===== src/rtl/max7219_types_pkg.sv =====
// Shared types and helpers for the MAX7219 display subsystem arbiter.
package max7219_types;

    typedef enum logic [2:0] {
        ARB_IDLE,
        ARB_ISSUE,
        ARB_WAIT_RISE,
        ARB_WAIT_FALL,
        ARB_GAP
    } arb_state_t;

    localparam int unsigned ARB_DEFAULT_GAP = 4;

    function automatic int unsigned arb_max(input int unsigned a, input int unsigned b);
        return (a > b) ? a : b;
    endfunction

    // Width of a counter that must hold max_val; never narrower than one bit.
    function automatic int unsigned arb_cnt_w(input int unsigned max_val);
        return (max_val > 0) ? $clog2(max_val + 1) : 1;
    endfunction

    function automatic int unsigned arb_ptr_w(input int unsigned n);
        return (n > 1) ? $clog2(n) : 1;
    endfunction

endpackage


===== src/rtl/max7219_spi_arbiter_select.sv =====
// One-hot winner select; round-robin when MAX7219_ARB_ROUND_ROBIN_EN is
// defined, otherwise fixed priority with the lowest index winning.
module max7219_arb_select
    import max7219_types::*;
#(
    parameter int unsigned NUM_REQ = 3
) (
    input  logic [NUM_REQ-1:0]            req,
`ifdef MAX7219_ARB_ROUND_ROBIN_EN
    input  logic [arb_ptr_w(NUM_REQ)-1:0] ptr,
`endif
    output logic [NUM_REQ-1:0]            win_c
);

`ifdef MAX7219_ARB_ROUND_ROBIN_EN
    localparam int unsigned PTR_W = arb_ptr_w(NUM_REQ);

    logic             found;
    logic [PTR_W-1:0] idx;

    // First requester at or after the pointer, wrapping at NUM_REQ.
    always_comb begin
        win_c = '0;
        found = 1'b0;
        idx   = '0;
        for (int unsigned i = 0; i < NUM_REQ; i++) begin
            idx = PTR_W'((32'(ptr) + i) % NUM_REQ);
            if (!found && req[idx]) begin
                win_c[idx] = 1'b1;
                found      = 1'b1;
            end
        end
    end
`else
    logic found;

    always_comb begin
        win_c = '0;
        found = 1'b0;
        for (int unsigned i = 0; i < NUM_REQ; i++) begin
            if (!found && req[i]) begin
                win_c[i] = 1'b1;
                found    = 1'b1;
            end
        end
    end
`endif

endmodule


===== src/rtl/max7219_spi_arbiter.sv =====
// Shares one spi_max7219 serialiser between NUM_REQ requesters: grant, issue,
// track busy, ack, then enforce an inter-frame gap. Option: MAX7219_ARB_ROUND_ROBIN_EN.
module max7219_spi_arbiter
    import max7219_types::*;
#(
    parameter int unsigned NUM_REQ      = 3,
    parameter int unsigned DATA_WIDTH   = 16,
    parameter int unsigned GAP_CLOCKS   = ARB_DEFAULT_GAP,
    parameter int unsigned BUSY_TIMEOUT = 15
) (
    input  logic                          i_Clk,
    input  logic                          i_Rst,
    input  logic [NUM_REQ-1:0]            i_Req,
    input  logic [NUM_REQ*DATA_WIDTH-1:0] i_Data,
    output logic [NUM_REQ-1:0]            o_Ack,
    output logic [NUM_REQ-1:0]            o_Grant,
    output logic                          o_Timeout,
    input  logic                          i_SPI_Busy,
    output logic                          o_SPI_Data_Ready,
    output logic [DATA_WIDTH-1:0]         o_SPI_Data,
    output logic                          o_Busy
);

    localparam int unsigned CNT_MAX = arb_max(GAP_CLOCKS, BUSY_TIMEOUT);
    localparam int unsigned CNT_W   = arb_cnt_w(CNT_MAX);

    arb_state_t              state, state_nxt;
    logic [CNT_W-1:0]        cnt, cnt_nxt, cnt_inc;
    logic [NUM_REQ-1:0]      win_c;
    logic [DATA_WIDTH-1:0]   win_data;
    logic [NUM_REQ-1:0]      grant_nxt, ack_nxt;
    logic [DATA_WIDTH-1:0]   data_nxt;
    logic                    ready_nxt, timeout_nxt;

`ifdef MAX7219_ARB_ROUND_ROBIN_EN
    localparam int unsigned PTR_W = arb_ptr_w(NUM_REQ);
    logic [PTR_W-1:0] ptr, ptr_nxt;

    max7219_arb_select #(.NUM_REQ(NUM_REQ)) u_select (
        .req   (i_Req),
        .ptr   (ptr),
        .win_c (win_c)
    );
`else
    max7219_arb_select #(.NUM_REQ(NUM_REQ)) u_select (
        .req   (i_Req),
        .win_c (win_c)
    );
`endif

    always_comb begin
        win_data = '0;
        for (int unsigned k = 0; k < NUM_REQ; k++) begin
            if (win_c[k]) win_data = i_Data[k*DATA_WIDTH +: DATA_WIDTH];
        end
    end

    // Saturating increment so a long stall can never wrap back under the limit.
    assign cnt_inc = (cnt == CNT_W'(CNT_MAX)) ? cnt : cnt + 1'b1;

    always_comb begin
        state_nxt   = state;
        cnt_nxt     = cnt;
        grant_nxt   = o_Grant;
        data_nxt    = o_SPI_Data;
        ready_nxt   = 1'b0;
        ack_nxt     = '0;
        timeout_nxt = 1'b0;
`ifdef MAX7219_ARB_ROUND_ROBIN_EN
        ptr_nxt     = ptr;
`endif
        case (state)
            ARB_IDLE: begin
                if ((|i_Req) && !i_SPI_Busy) begin
                    grant_nxt = win_c;
                    data_nxt  = win_data;
                    state_nxt = ARB_ISSUE;
`ifdef MAX7219_ARB_ROUND_ROBIN_EN
                    for (int unsigned k = 0; k < NUM_REQ; k++) begin
                        if (win_c[k]) ptr_nxt = (k + 1 == NUM_REQ) ? '0 : PTR_W'(k + 1);
                    end
`endif
                end
            end
            ARB_ISSUE: begin
                ready_nxt = 1'b1;
                cnt_nxt   = '0;
                state_nxt = ARB_WAIT_RISE;
            end
            ARB_WAIT_RISE: begin
                if (i_SPI_Busy) begin
                    state_nxt = ARB_WAIT_FALL;
                end else if (cnt_inc >= CNT_W'(BUSY_TIMEOUT)) begin
                    timeout_nxt = 1'b1;
                    ack_nxt     = o_Grant;
                    grant_nxt   = '0;
                    cnt_nxt     = CNT_W'(GAP_CLOCKS);
                    state_nxt   = ARB_GAP;
                end else begin
                    cnt_nxt = cnt_inc;
                end
            end
            ARB_WAIT_FALL: begin
                if (!i_SPI_Busy) begin
                    ack_nxt   = o_Grant;
                    grant_nxt = '0;
                    cnt_nxt   = CNT_W'(GAP_CLOCKS);
                    state_nxt = ARB_GAP;
                end
            end
            ARB_GAP: begin
                if (cnt == '0) state_nxt = ARB_IDLE;
                else           cnt_nxt   = cnt - 1'b1;
            end
            default: state_nxt = ARB_IDLE;
        endcase
    end

    always_ff @(posedge i_Clk or posedge i_Rst) begin
        if (i_Rst) begin
            state            <= ARB_IDLE;
            cnt              <= '0;
            o_Grant          <= '0;
            o_SPI_Data       <= '0;
            o_SPI_Data_Ready <= 1'b0;
            o_Ack            <= '0;
            o_Timeout        <= 1'b0;
            o_Busy           <= 1'b0;
        end else begin
            state            <= state_nxt;
            cnt              <= cnt_nxt;
            o_Grant          <= grant_nxt;
            o_SPI_Data       <= data_nxt;
            o_SPI_Data_Ready <= ready_nxt;
            o_Ack            <= ack_nxt;
            o_Timeout        <= timeout_nxt;
            o_Busy           <= (state_nxt != ARB_IDLE);
        end
    end

`ifdef MAX7219_ARB_ROUND_ROBIN_EN
    always_ff @(posedge i_Clk or posedge i_Rst) begin
        if (i_Rst) ptr <= '0;
        else       ptr <= ptr_nxt;
    end
`endif

endmodule

===== config.mk =====
export PLATFORM = sky130hd
export DESIGN_NAME = max7219_spi_arbiter
export DESIGN_NICKNAME = d
export VERILOG_FILES = /design/src/rtl/max7219_types_pkg.sv /design/src/rtl/max7219_spi_arbiter_select.sv /design/src/rtl/max7219_spi_arbiter.sv
export SDC_FILE = /design/constraint.sdc
export NUM_CORES = 1
export LEC_CHECK = 0
export BUFFER_PORTS_ARGS = -buffer_cell sky130_fd_sc_hd__buf_2
export CORE_ASPECT_RATIO = 0.5
export CORE_UTILIZATION = 53
export CTS_BUF_LIST = sky130_fd_sc_hd__clkbuf_8
export CTS_CLUSTER_DIAMETER = 60
export DETAILED_ROUTE_END_ITERATION = 16
export PLACE_DENSITY = 0.94
export SYNTH_ARGS = -nofsm -noshare
export SYNTH_HDL_FRONTEND = slang
export SYNTH_SLANG_ARGS = --single-unit

===== constraint.sdc =====
create_clock -name i_Clk -period 4 [get_ports i_Clk]
set_input_delay 0 -clock i_Clk [delete_from_list [all_inputs] [get_ports i_Clk]]
set_output_delay 0 -clock i_Clk [all_outputs]
set_load 0.005 [all_outputs]

### After elaboration in Yosys (flattened, before gate mapping)

Cells that the tools add are included.

| cells by class | value |
|---|---|
| order comparisons | 1 |
| add/sub/neg operators | 2 |
| mux-type cells | 32 |
| reduce and logical (&&, ||, !) cells | 15 |
| equal/unequal tests | 10 |

Operator list:

| kind | count |
|---|---|
| 16-bit 2-to-1 mux | 3 |
| 3-bit 2-to-1 mux | 12 |
| 4-bit 2-to-1 mux | 5 |
| 4-bit one-hot mux with 4 select lines | 1 |
| 3-bit one-hot mux with 5 select lines | 1 |
| 2-bit != test (second input constant) | 5 |
| 3-bit one-hot mux with 3 select lines | 1 |
| 1-bit 2-to-1 mux | 8 |
| 3-bit by 2-bit equality test with 1-bit output (second input constant) | 2 |
| 3-bit one-hot mux with 2 select lines | 1 |
| 3-bit nonzero test | 2 |
| 5-bit AND reduction | 1 |
| 4-bit by 1-bit adder with 4-bit output (second input constant) | 1 |
| 4-bit equality test (second input constant) | 1 |
| 4-bit >= comparator (second input constant) | 1 |
| 4-bit logical NOT | 1 |
| 4-bit AND reduction | 1 |
| 4-bit nonzero test | 1 |
| 4-bit by 1-bit subtractor with 4-bit output (second input constant) | 1 |
| 3-bit by 1-bit equality test with 1-bit output (second input constant) | 1 |
| 3-bit equality test (second input constant) | 1 |
| 1-bit logical AND | 3 |
| 1-bit logical NOT | 3 |
| 3-bit logical NOT | 1 |
| 2 further kinds | 2 |

| word-level totals | value |
|---|---|
| register bits after elaboration | 32 |

### Logic depth before layout (Yosys ltp)

| depth | value |
|---|---|
| depth after elaboration | 9 |
| mapped depth | 7 |
| gate-level depth less buffers | 6 |

### Hierarchy

A second synthesis with hierarchy kept.

| unflattened totals | value |
|---|---|
| cell total of the unflattened synthesis | 182 |
| area, all modules | 1,799.2 sq um |

By module, submodules not included:

| module | times used | area each (sq um) | seq. area each (sq um) | cells each |
|---|---|---|---|---|
| max7219_spi_arbiter | 1 | 1,773.0 | 800.8 | 179 |
| max7219_arb_select | 1 | 26.3 | 0.0 | 3 |

### Least setup slack after synthesis

No wires, ideal clock.

| path | value |
|---|---|
| kind | reg-to-reg |
| start | register cnt[0] |
| end | register cnt[1] |
| arrival time | 1.636 ns |
| period minus slack after synthesis | 1.726 ns |
| path slack | 2.274 ns |
| stages on the path, launching flop included | 7 |
| path buffers | 0 |
| setup time | 0.090 ns |
| cell sequence | dfrtp_1 > inv_1 > ha_1 > or3b_4 > a211oi_2 > a31oi_1 > o221ai_1 |

| on the way | value |
|---|---|
| longest elaborated chain between the ends | 6 |

RTL lines:

| element | line | source |
|---|---|---|
| start, declared | max7219_spi_arbiter.sv:28 | `logic [CNT_W-1:0] cnt, cnt_nxt, cnt_inc;` |
| start signal, assigned | max7219_spi_arbiter.sv:131 | `cnt <= cnt_nxt;` |
| 4-bit by 1-bit adder with 4-bit output or 4-bit equality test (tied branches) | max7219_spi_arbiter.sv:59 | `assign cnt_inc = (cnt == CNT_W'(CNT_MAX)) ? cnt : cnt + 1'b1;` |
| 4-bit 2-to-1 mux | max7219_spi_arbiter.sv:59 |  |
| 4-bit >= comparator | max7219_spi_arbiter.sv:93 | `end else if (cnt_inc >= CNT_W'(BUSY_TIMEOUT)) begin` |
| 4-bit 2-to-1 mux | max7219_spi_arbiter.sv:93 |  |
| 4-bit 2-to-1 mux | max7219_spi_arbiter.sv:91 | `if (i_SPI_Busy) begin` |
| 4-bit one-hot mux with 4 select lines | max7219_spi_arbiter.sv:72 | `case (state)` |

Several ways; a longest one is shown, not always the timed one. The select of a mux whose other input is x is not followed.
A chain may end at the register's enable or synchronous reset.

### Worst setup path in the final report

| path | value |
|---|---|
| start | register state[0] |
| end | register o_Grant[0] |

| on the way | value |
|---|---|
| longest elaborated chain between the ends | 3 |

RTL lines:

| element | line | source |
|---|---|---|
| start, declared | max7219_spi_arbiter.sv:27 | `arb_state_t state, state_nxt;` |
| start signal, assigned | max7219_spi_arbiter.sv:130 | `state <= state_nxt;` |
| 3-bit by 2-bit equality test with 1-bit output or 3-bit logical NOT (tied branches) | max7219_spi_arbiter.sv:72 |  |
| 2-bit != test (no source line) or 3-bit nonzero test (tied branches) | n/a |  |
| 5-bit AND reduction (no source line) | n/a |  |
| end signal, assigned | max7219_spi_arbiter.sv:132 | `o_Grant <= grant_nxt;` |
| end, declared | max7219_spi_arbiter.sv:16 | `output logic [NUM_REQ-1:0] o_Grant,` |

Several ways; a longest one is shown, not always the timed one.

==> reports/summary.txt <==
Synth Instances: 182
fin crit share: 55.7%
synth unique cells: 40
root buffer cell: clkbuf_8
Num CTS Buffers: 5
Seq cells post-synth: 32
syn_nets: 238
WP data arrival: 2.39 ns
register area: 801 sq um
fin nets: 312
synth warn: 0
Min-Delay Path Class: in2reg
setup TNS: 0 ns
synth top area cells: dfrtp_1 (44%), mux2_2 (10%), a22oi_1 (7.4%)
Post-CTS Hold Buffers: 1
# rows: 14
Startpoint Class: flop
DRC violations left: 0
worst slew pin tran: 1.19 ns
sequential share of power: 41.7%
Antenna Cells: 0
vias per cell: 5.78
Worst slew margin: 20.5%
syn_area_per_cell: 10.1 sq um
Crit Reg-Reg Endpoint: o_Grant[0]$_DFFE_PP0P_
Worst Hold End: o_SPI_Data[1]$_DFFE_PP0P_
Hold Crit Depth: 4
WL per Instance: 15.2 um
Final setup viols: 0
Starting Density: 58.3%
DP Wirelength: 3310 um
Primary FF master, synth: dfrtp_1
clock period minus worst slack: 2.23 ns
CTS Sinks: 32
multi-input gate area in the final layout: 922 sq um
via count: 1,710
Worst R2R Setup Slack: 1.77 ns
full die area: 3700 sq um
H-Tree Depth: 2
Setup CP Type: reg2reg
Netlist Area Pre-Place: 1830 sq um
global-route wire length before repair: 7180 um
Synth top area share: 43.8%
GP Congestion: 0.889
total track usage: 25.3%
Post-DRT Antenna Nets: 0
ratio of cells with drive above 1 in the final layout: 43.8%
initial antenna violation count: 0
Setup Buffers After CTS: 0
CTS tree: done
RSZ-0062 raised after global routing: false
Area growth, synth to finish: 24.3%
R2R depth: 4
IO Count: 79
final wirelength: 4490 um
Congestion Overflow GR: 0
register area share after synthesis: 43.8%
die span in y: 43.5 um
WP data required: 4.16 ns
DRT Pass-1 Iters: 5
sw frac: 36.6%
max cap viols: 0
Port Buffers: 78
sw power: 0.508 mW
die width: 85.1 um
Internal Power: 0.880 mW
Static Leak: 1.13 nW
number of global-route vias before repair: 1,624
hold path startpoint: i_Data[1]
final number of hold-violating endpoints: 0
largest net degree at the start of global routing: 36
smallest hold slack: 0.0732 ns
clock skew: 0.00525 ns
Crit Path Max Fanout: 19
status: finished, final reports clean
Fill cells: 210
DRT iter0 DRCs: 101
Clock transition at path regs: 0.06 ns
power per cell area: 611 nW/um^2
post-synth top area cell: dfrtp_1
Gate power share: 42.4%
Critical Path Sink Type: flop
CTS resizes: 0
clock network power share: 15.9%
max frequency: 449 MHz
Skew-Pair Late Insertion Delay: 0.27 ns
VDD IR max: 0.000220 V
Synth async-reset ratio: 100%
commonest cells after routing, fill and taps aside: buf_2 (78), dfrtp_1 (32), o21ai_0 (22), nand2_1 (20), a22oi_1 (18)
Core ar.: 3140 sq um
fin. max-slew vios: 0
commonest non-fill, non-tap cell in the layout: buf_2
EDFF count, synth: 0
Worst R2R Start: state[0]$_DFF_PP0_
CTS Buffer Depth: 2
cell type report:
cell class / instances / area share [%]
Clock buffer: 5 / 3.03
Multi-Input combinational cell: 133 / 40.6
Inverter: 4 / 0.660
Sequential cell: 32 / 35.2
Clock inverter: 2 / 0.385
Timing Repair Buffer: 80 / 17.9
Tap cell: 40 / 2.20
registers in the layout, summed over array words and instances (netlist names):
name,flops
o_SPI_Data_Ready,1
o_Ack,3
o_Timeout,1
cnt,4
o_SPI_Data,16
state,3
o_Grant,3
o_Busy,1
stage by stage:
step	area [sq um]	power, mW	instances	utilization [%]	worst slack, ns
floorplan	1830	0.968	182	-	2.27
finish	2270	1.39	296	72.5	1.77
global placement	2190	1.12	288	69.7	1.88
global route	2270	1.48	296	72.5	1.68
CTS	2270	1.39	296	72.5	1.77
detailed placement	2190	1.16	288	69.7	1.78
cells by family (layout without fill, tap and decap cells):
family                     Yosys count  count (layout)  synth area share [%]
AOI/OAI and AO/OA                   58              58                  20.9
and+or+nand+nor                     55              55                  17.2
DFF                                 32              32                  43.8
muxes                               17              17                  10.5
buffers and inverters               17              91                  5.81
adders and majority gates            2               2                  1.37
xor gates and xnor gates             1               1                 0.479
critical path, cell delays in order, from the launching register on:
cell and delay (ns):
dfrtp_1 0.50, or3_4 0.45, nor3_4 0.64, o22ai_1 0.27
a22o_2 0.26
power by group through the flow:
| stage | clock network [mW] | logic (mW) | registers [mW] |
|---|---|---|---|
| after floorplan | 0 | 0.430 | 0.538 |
| after global placement | 0 | 0.553 | 0.570 |
| after global routing | 0.239 | 0.639 | 0.597 |
| after detailed placement | 0 | 0.583 | 0.581 |
| final | 0.221 | 0.588 | 0.579 |
| after CTS | 0.226 | 0.587 | 0.576 |
worst max-delay path by stage:
stage | from | end | slack, ns | depth (start not counted)
final | state[0]$_DFF_PP0_ | o_Grant[0]$_DFFE_PP0P_ | 1.77 | 4
after global routing | state[0]$_DFF_PP0_ | o_Grant[0]$_DFFE_PP0P_ | 1.68 | 4
after floorplan | cnt[0]$_DFFE_PP0P_ | cnt[1]$_DFFE_PP0P_ | 2.27 | 6
after global placement | state[0]$_DFF_PP0_ | o_Grant[0]$_DFFE_PP0P_ | 1.88 | 4
after CTS | state[0]$_DFF_PP0_ | o_Grant[0]$_DFFE_PP0P_ | 1.77 | 4
after detailed placement | state[0]$_DFF_PP0_ | o_Grant[0]$_DFFE_PP0P_ | 1.78 | 4
cell usage after synthesis, drive strengths merged (2+ instances only):
cell type and n:
nand3 2, a31oi 4, nor3 5, nor2 7, or3b 4, nor3b 5
o21ai 22, a21oi 2, a22oi 18, o22ai 2, buf 8, clkbuf 5
a22o 4, ha 2, dfrtp 32, nor2b 2, nand2 20, mux2 17
and2 3, inv 4
layer usage:
| metal | track usage [%] | routed length (um) | vias up |
|---|---|---|---|
| li1 | - | - | 819 |
| met1 | 29.5 | 1770 | 812 |
| met2 | 47.6 | 2350 | 75 |
| met3 | 5.14 | 315 | 4 |
| met4 | 9.49 | 44 | 0 |
| met5 | 0 | 0 | - |
(Power assumes the default switching activity.)
